### src/rtl/rf_wb_arbiter_pkg.sv
// -----------------------------------------------------------------------------
// rf_wb_arbiter_pkg
//   Shared constants and types for the register-file write-back arbiter.
//   Contents:
//     REG_W / DATA_W   register-number and write-data widths
//     ZERO_REG         hard-wired zero register; writes to it are discarded
//     NREQ_DEFAULT     default number of write-back requesters
//     SENT_DEFAULT     default starvation threshold (consecutive losses)
//     wb_beat_t        one registered register-file write
//     idx_width()      width of an index into n items (never zero)
// -----------------------------------------------------------------------------
package rf_wb_arbiter_pkg;

    localparam int REG_W        = 5;
    localparam int DATA_W       = 32;
    localparam int NREQ_DEFAULT = 3;
    localparam int SENT_DEFAULT = 8;

    localparam logic [REG_W-1:0] ZERO_REG = '0;

    typedef struct packed {
        logic              we;
        logic [REG_W-1:0]  addr;
        logic [DATA_W-1:0] data;
    } wb_beat_t;

    // A single requester still needs a 1-bit pointer so no vector collapses
    // to zero width.
    function automatic int idx_width(input int n);
        return (n > 1) ? $clog2(n) : 1;
    endfunction

endpackage

### src/rtl/rf_wb_arbiter_rr_select.sv
// -----------------------------------------------------------------------------
// rr_select
//   Combinational grant selection for the write-back arbiter.
//   A starving valid requester always wins (lowest index first); otherwise the
//   first valid requester at or after rr_ptr wins, wrapping to index 0.
//   Ports:
//     valid   in  NREQ   per-requester request
//     rr_ptr  in  PTR_W  round-robin search start index
//     starve  in  NREQ   per-requester starvation flag
//     grant   out NREQ   one-hot grant, zero when nothing is valid
// -----------------------------------------------------------------------------
module rr_select #(
    parameter int NREQ  = 3,
    parameter int PTR_W = 2
) (
    input  logic [NREQ-1:0]  valid,
    input  logic [PTR_W-1:0] rr_ptr,
    input  logic [NREQ-1:0]  starve,
    output logic [NREQ-1:0]  grant
);

    logic [NREQ-1:0] w_starving;
    logic [NREQ-1:0] w_upper;

    // Isolates the lowest set bit (v & -v).
    function automatic logic [NREQ-1:0] lowest_one(input logic [NREQ-1:0] v);
        return v & (~v + 1'b1);
    endfunction

    // NOTE: every signal driven here gets a value before any branch so the
    // block stays purely combinational and no latch is inferred.
    always_comb begin
        w_starving = valid & starve;
        w_upper    = '0;
        grant      = '0;

        // Requesters from rr_ptr upward come first in round-robin order;
        // if none of them is valid the search wraps to the bottom.
        for (int i = 0; i < NREQ; i++) begin
            w_upper[i] = valid[i] && (i >= int'(rr_ptr));
        end

        if (|w_starving) begin
            grant = lowest_one(w_starving);
        end else if (|w_upper) begin
            grant = lowest_one(w_upper);
        end else begin
            grant = lowest_one(valid);
        end
    end

endmodule

### src/rtl/rf_wb_arbiter.sv
// -----------------------------------------------------------------------------
// rf_wb_arbiter
//   Shares one register-file write port between NREQ write-back requesters.
//   Round-robin arbitration with a starvation override; the winning write is
//   registered for one cycle onto the register-file write port. Writes to the
//   zero register are accepted and dropped.
//   Ports:
//     clk        in   system clock, rising edge
//     reset      in   asynchronous, active-high reset
//     req_valid  in   NREQ          per-requester write request
//     req_reg    in   NREQ*REG_W    destination register, slice i = requester i
//     req_data   in   NREQ*DATA_W   write data, slice i = requester i
//     req_ready  out  NREQ          one-hot accept (combinational)
//     rf_we      out  1             register-file write enable
//     rf_waddr   out  REG_W         register-file write register
//     rf_wdata   out  DATA_W        register-file write data
//     starve     out  NREQ          requester lost SENT times in a row
// -----------------------------------------------------------------------------
module rf_wb_arbiter
    import rf_wb_arbiter_pkg::*;
#(
    parameter int NREQ = NREQ_DEFAULT,
    parameter int SENT = SENT_DEFAULT
) (
    input  logic                   clk,
    input  logic                   reset,
    input  logic [NREQ-1:0]        req_valid,
    input  logic [NREQ*REG_W-1:0]  req_reg,
    input  logic [NREQ*DATA_W-1:0] req_data,
    output logic [NREQ-1:0]        req_ready,
    output logic                   rf_we,
    output logic [REG_W-1:0]       rf_waddr,
    output logic [DATA_W-1:0]      rf_wdata,
    output logic [NREQ-1:0]        starve
);

    localparam int PTR_W = idx_width(NREQ);
    localparam int CNT_W = $clog2(SENT + 1);

    localparam logic [CNT_W-1:0] SENT_CNT = CNT_W'(SENT);
    localparam logic [PTR_W-1:0] LAST_IDX = PTR_W'(NREQ - 1);

    logic [PTR_W-1:0]  r_rr_ptr;
    logic [CNT_W-1:0]  r_loss_cnt [NREQ];
    wb_beat_t          r_beat;

    logic [NREQ-1:0]   w_starve;
    logic [NREQ-1:0]   w_grant;
    logic [PTR_W-1:0]  w_grant_idx;
    logic [REG_W-1:0]  w_sel_reg;
    logic [DATA_W-1:0] w_sel_data;
    logic              w_xfer;

    always_comb begin
        for (int i = 0; i < NREQ; i++) begin
            w_starve[i] = (r_loss_cnt[i] == SENT_CNT);
        end
    end

    rr_select #(
        .NREQ  (NREQ),
        .PTR_W (PTR_W)
    ) u_rr_select (
        .valid  (req_valid),
        .rr_ptr (r_rr_ptr),
        .starve (w_starve),
        .grant  (w_grant)
    );

    // Nothing may be accepted while reset is held, even though the pointer
    // and counters already sit at their reset values.
    assign req_ready = reset ? '0 : w_grant;
    assign w_xfer    = |req_ready;

    // The grant is one-hot, so OR-ing the selected slices forms the mux.
    always_comb begin
        w_grant_idx = '0;
        w_sel_reg   = '0;
        w_sel_data  = '0;
        for (int i = 0; i < NREQ; i++) begin
            if (w_grant[i]) begin
                w_grant_idx = w_grant_idx | PTR_W'(i);
                w_sel_reg   = w_sel_reg   | req_reg[i*REG_W +: REG_W];
                w_sel_data  = w_sel_data  | req_data[i*DATA_W +: DATA_W];
            end
        end
    end

    // NOTE: sequential state is written with non-blocking assignments so every
    // flop samples the pre-edge values, independent of block ordering.
    always_ff @(posedge clk or posedge reset) begin
        if (reset) begin
            r_rr_ptr <= '0;
        end else if (w_xfer) begin
            r_rr_ptr <= (w_grant_idx == LAST_IDX) ? '0 : w_grant_idx + 1'b1;
        end
    end

    // A counter runs only while its requester keeps asking and keeps losing;
    // dropping the request or winning starts the count over.
    always_ff @(posedge clk or posedge reset) begin
        if (reset) begin
            for (int i = 0; i < NREQ; i++) begin
                r_loss_cnt[i] <= '0;
            end
        end else begin
            for (int i = 0; i < NREQ; i++) begin
                if (!req_valid[i] || w_grant[i]) begin
                    r_loss_cnt[i] <= '0;
                end else if (r_loss_cnt[i] != SENT_CNT) begin
                    r_loss_cnt[i] <= r_loss_cnt[i] + 1'b1;
                end
            end
        end
    end

    // Output stage: the write enable is a one-cycle pulse per accepted
    // transfer; address and data keep their last value between writes.
    // Reset clears the whole beat, which cancels a write still in flight.
    always_ff @(posedge clk or posedge reset) begin
        if (reset) begin
            r_beat <= '0;
        end else if (w_xfer) begin
            r_beat.we   <= (w_sel_reg != ZERO_REG);
            r_beat.addr <= w_sel_reg;
            r_beat.data <= w_sel_data;
        end else begin
            r_beat.we   <= 1'b0;
        end
    end

    assign rf_we    = r_beat.we;
    assign rf_waddr = r_beat.addr;
    assign rf_wdata = r_beat.data;
    assign starve   = w_starve;

endmodule
### config.mk
export PLATFORM = sky130hd
export DESIGN_NAME = rf_wb_arbiter
export DESIGN_NICKNAME = d
export VERILOG_FILES = /design/src/rtl/rf_wb_arbiter_pkg.sv /design/src/rtl/rf_wb_arbiter_rr_select.sv /design/src/rtl/rf_wb_arbiter.sv
export SDC_FILE = /design/constraint.sdc
export NUM_CORES = 1
export LEC_CHECK = 0
export ABC_AREA = 1
export BUFFER_PORTS_ARGS = -buffer_cell sky130_fd_sc_hd__buf_2
export CAP_MARGIN = 5
export CORE_UTILIZATION = 45
export DETAILED_ROUTE_END_ITERATION = 6
export GPL_ROUTABILITY_DRIVEN = 0
export PLACE_DENSITY = 0.9
export SLEW_MARGIN = 20
export SYNTH_ARGS = -nofsm -noshare
export SYNTH_HDL_FRONTEND = slang
export SYNTH_SLANG_ARGS = --single-unit
export TNS_END_PERCENT = 10
### constraint.sdc
create_clock -name clk -period 2.2 [get_ports clk]
set_clock_uncertainty 0.1 [all_clocks]
set_input_delay 0 -clock clk [delete_from_list [all_inputs] [get_ports clk]]
set_output_delay 0 -clock clk [all_outputs]
set_load 0.005 [all_outputs]
==> results of run 1 <==
## cell families after synthesis
logic type,share of synthesized area
AOI/OAI and AO/OA,0.0262
xor gates and xnor gates,0.0172
adders and majority gates,0.0246
buffers and inverters,0.0770
DFF,0.426
and+or+nand+nor,0.429
## metrics by stage
step / instance area [um2] / setup slack [ns] / utilization / setup TNS (ns) / instances
global placement: 3910 / 0.132 / 0.605 / 0 / 669
detailed placement: 3910 / -0.000517 / 0.605 / -0.000517 / 669
CTS: 5030 / -0.0172 / 0.778 / -0.0373 / 778
floorplan: 3050 / 0.0555 / - / 0 / 440
## layer usage
metal,GRT overflow,GRT usage
met4,1,0.374
met2,1,0.714
met3,0,0.210
met1,0,0.475
met5,0,0
## Yosys cell counts
library cell  instances
nand2_4               3
xor2_1                3
nand3_1              50
o21ai_1               1
a21oi_1               2
clkbuf_1              3
nor2_4                1
ha_1                  6
nand4_1               3
buf_6                 4
nor2_1               22
inv_2                 6
o21ai_0              10
nor3_1                1
o21ai_2               1
nand2_2               5
nand3_2               1
a31oi_1               1
dfrtp_1              52
nor2_8                1
buf_2                 6
inv_4                 1
inv_1                26
nor2_2                1
xnor2_1               3
buf_4                 3
nand2_1             224
## repair_timing
item	4_1_cts
hold buffers	101
hold endpoints to repair	96
endpoints found under the setup margin	6
==> impl_metrics.toml, run 1 <==
[place]
place_hpwl_mm = 6.61
numPortBuffers = 159

[sta]
postGrtWorstEndpoint = "rf_wdata[28]$_DFFE_PP0P_/D"
worst_endpoint_kind = "register input"

[cts]
cts_resized = 0
clock_sinks = 52
cts_made_buffers = 5
cts_root_buf = "clkbuf_8"
clockBufferDepth = 2
post_cts_buffers = 0
htreeDepth = 2

[floorplan]
ioPinCount = 160
fp.dieW_um = 84.4
initial_core_util = 0.473
die_h_um = 84.4
rows = 29

[yosys]
ys_seq_elements = 52
ys_types = 27
syn_inst = 440
syn_nets = 562
synth_largest_area_cell = "dfrtp_1"
syn_area_per_cell_um2 = 6.94
ys_seq_area_frac = 0.426
yosys_warnings = 0
synth_top_area_share = 0.426
synthTopCellsByArea = "dfrtp_1, nand2_1, nand3_1"
syn_area_um2 = 3050

[run_status]
lastStage = "global routing"
toolErrorMsg = "[ERROR GRT-0232] Routing congestion too high. Check the congestion heatmap in the GUI."
outcome = "aborted with a tool error"

[global_route]
grt-ovfl-total = 2
track_usage = 0.458
grt_max_degree = 49
==> inputs of run 2 (changes only) <==
CORE_UTILIZATION = 30   (was 45)
PLACE_DENSITY = unset   (was 0.9)
PLACE_DENSITY_LB_ADDON = 0.15   (was unset)
==> run 2 against run 1 <==
Net effect: the flow now finishes, with violations (negative hold slack, negative setup slack); synthesized area is the same; synthesized cell count unchanged.
==> impl_metrics.toml, run 2 <==
[pwr]
p_leak_nw = 2.98
switching_share = 0.417
p_per_area_nw_per_um2 = 908
clkPwrFrac = 0.108
peakVddDrop_v = 0.000380
p_comb_frac = 0.578
p_int_mw = 2.88
power_mw = 4.93
seqPwrFrac = 0.314
p_sw_mw = 2.06

[yosys]
syn_nets = 562
ys_async_sr_fraction = 1.00
synth_largest_area_cell = "dfrtp_1"
synth_xor_area_frac = 0.0172
synth_top_family_by_area = "simple AND/OR/NAND/NOR gates"
synth_top_area_share = 0.426
syn_area_um2 = 3050
ys.flop_type = "dfrtp_1"
synth-simple-area-share = 0.429
synth-compound-area-share = 0.0262
ys_seq_area_frac = 0.426
synthMuxAreaShare = 0
yosysMostFrequentCell = "nand2_1"
syn_area_per_cell_um2 = 6.94
yosys_warnings = 0
synthTopCellsByArea = "dfrtp_1, nand2_1, nand3_1"
syn_inst = 440
synthAdderAreaFrac = 0.0246
synthTopCellsByCount = "nand2_1, dfrtp_1, nand3_1"
synth_edf_count = 0
ys_types = 27
ys_seq_elements = 52

[hold_path]
hold_path.class = "primary input to flip-flop"
hold_path_depth = 5

[cts]
clock_sinks = 52
path_clk_slew_ns = 0.09
clock_latency_ns = 0.31
cts_made_buffers = 5
cts_root_buf = "clkbuf_8"
htreeDepth = 2
cts_tree = "built"
clockBufferDepth = 2

[place]
pre_cts_ws_ns = -0.0196
placed_cells = 725
placed_cell_area_um2 = 4000
numPortBuffers = 159
place_hpwl_mm = 6.78

[layout]
fin_util = 0.553
antennaDiodeCount = 0
area_delta_synth_final_pct = 77.9
mostFrequentLayoutCell = "nand2_1"
ff_latch_area_um2 = 1300
multi_input_area_um2 = 1580
final_cell_mix = "nand2_1, buf_2, dlygate4sd3_1, dfrtp_1, nand3_1"
finalNetCount = 847
nFillCells = 952
drive_gt1_frac = 0.316
finalInstanceArea_um2 = 5430
fin_cells = 858
largest_reg_flops = 32

[sta]
fmax_ghz = 0.453
tightest_slew_ns = 0.379
relSlewSlack = 0.748
fin_crit_sh = 1.00
hold_ws_ns = -0.00155
slew_violations = 0
fin_ws_ns = -0.00563
min_period_ns = 2.21
rsz0062_at_grt = "true"
finalSetupViolCount = 5
tns_ns = -0.0148
timing_hold_violations_final = 2

[worst_setup_path]
worst-path-stages = 16
critPathTopFamily = "simple AND/OR/NAND/NOR gates"
worst-path-max-fanout = 9
crit_path_frequent_cell = "nand2_4"
critPathRequiredTime_ns = 2.35
slowest_stage = "dfrtp_1"
path_class = "flip-flop to flip-flop"
timing.rr.start = "r_loss_cnt[8]"
worstPathArrival_ns = 2.36
r2r_end = "rf_wdata[7]"
crit_path_cell_trace = "inv_1, ha_2, nand2_1, nor2_2, nand2_2, nand3_4, nand2_4, nand2_4, inv_4, nand2_4, nand2_4, nor2_8, buf_12, buf_6, nand2_1, nand2_1"
start_kind = "flip-flop"
crit_path_start = "r_loss_cnt[8]"
end_kind = "flip-flop"
rr_worst_depth = 16
rrSetupSlack_ns = -0.006
path_buf_inv = 4
cp-endpoint = "rf_wdata[7]"
max_stage_delay_ns = 0.41

[drt]
dr.pass1.iters = 4
antenna_left = 0
post_drt_via_cell_ratio = 4.52
wl_per_cell_um = 13.5
routed_wl_mm = 11.6
via_count = 3879
drc_errors = 0
drtIter0Drc = 117

[floorplan]
core_um2 = 9820
die_area_um2 = 10600
ioPinCount = 160
die_h_um = 103
fp.dieW_um = 103
initial_core_util = 0.311
rows = 36

[global_route]
grt-ovfl-total = 0
grt_pass1_vias = 3534
grt_max_degree = 40
antenna_found_initial = 0
grt_pass1_wl_mm = 15.8
track_usage = 0.195

[flow_run]
maxCapViolations = 0

[run_status]
outcome = "complete, but fails checks"
violations = "negative hold slack, negative setup slack"
run 2: cell counts after synthesis:
No cell type changed its count.
run 2: worst min-delay path by stage:
stage / start / end / slack (ns)
after floorplan: reset / req_ready[0] / -0.06
after global placement: reset / r_loss_cnt[0] / -0.14
after detailed placement: reset / r_loss_cnt[0] / -0.14
after CTS: req_reg[6] / rf_waddr[1] / 0.01
after global routing: req_reg[5] / rf_waddr[0] / 0.03
final: req_reg[2] / rf_waddr[2] / -0.002
run 2: layer usage:
layer  up-vias  wire length [um]  global-route usage
li1       1926                 -                   -
met1      1789              4490               0.224
met2       141              6060               0.346
met3        23               741              0.0461
met4         0               287              0.0823
met5         -                 0                   0
run 2: area by class of cell:
cell class / instances / area share
timing repair buffer: 294 / 0.399
multi-input combinational: 339 / 0.290
sequential: 52 / 0.239
tap: 133 / 0.0306
inverter: 33 / 0.0260
clock buffer: 6 / 0.0134
clock inverter: 1 / 0.000921
run 2: worst register-to-register path: stages (launching register included):
cell and delay (ns):
dfrtp_1 0.41, inv_1 0.08, ha_2 0.16, nand2_1 0.06, nor2_2 0.14, nand2_2 0.11
nand3_4 0.14, nand2_4 0.07, nand2_4 0.08, inv_4 0.04, nand2_4 0.07, nand2_4 0.07
nor2_8 0.17, buf_12 0.16, buf_6 0.16, nand2_1 0.06, nand2_1 0.06
run 2: cell families after synthesis:
logic type               after synthesis
adder cells (fa/ha/maj)                6
AND/OR/NAND/NOR                      312
XOR/XNOR                               6
AO/OA/AOI/OAI                         15
buffers and inverters                 49
flip-flops                            52
run 2: timing repair:
action / in CTS / in global routing
gates cloned: 0 / 5
setup endpoints to repair: 9 / 40
gates resized for setup: 1 / 26
buffers inserted: 0 / 20
hold endpoints to repair: 97 / 0
pin swaps: 0 / 15
hold buffers: 102 / 0
run 2: power by group through the flow:
| stage | sequential [mW] | combinational, mW | clock [mW] |
|---|---|---|---|
| 6_report | 1.55 | 2.85 | 0.534 |
| 5_1_grt | 1.60 | 3.17 | 0.597 |
| 4_1_cts | 1.55 | 2.38 | 0.560 |
| 3_5_place_dp | 1.56 | 2.24 | 0 |
| 3_3_place_gp | 1.56 | 2.19 | 0 |
| 2_1_floorplan | 1.58 | 1.38 | 0 |
No activity file was read; power rests on OpenSTA's default activity.
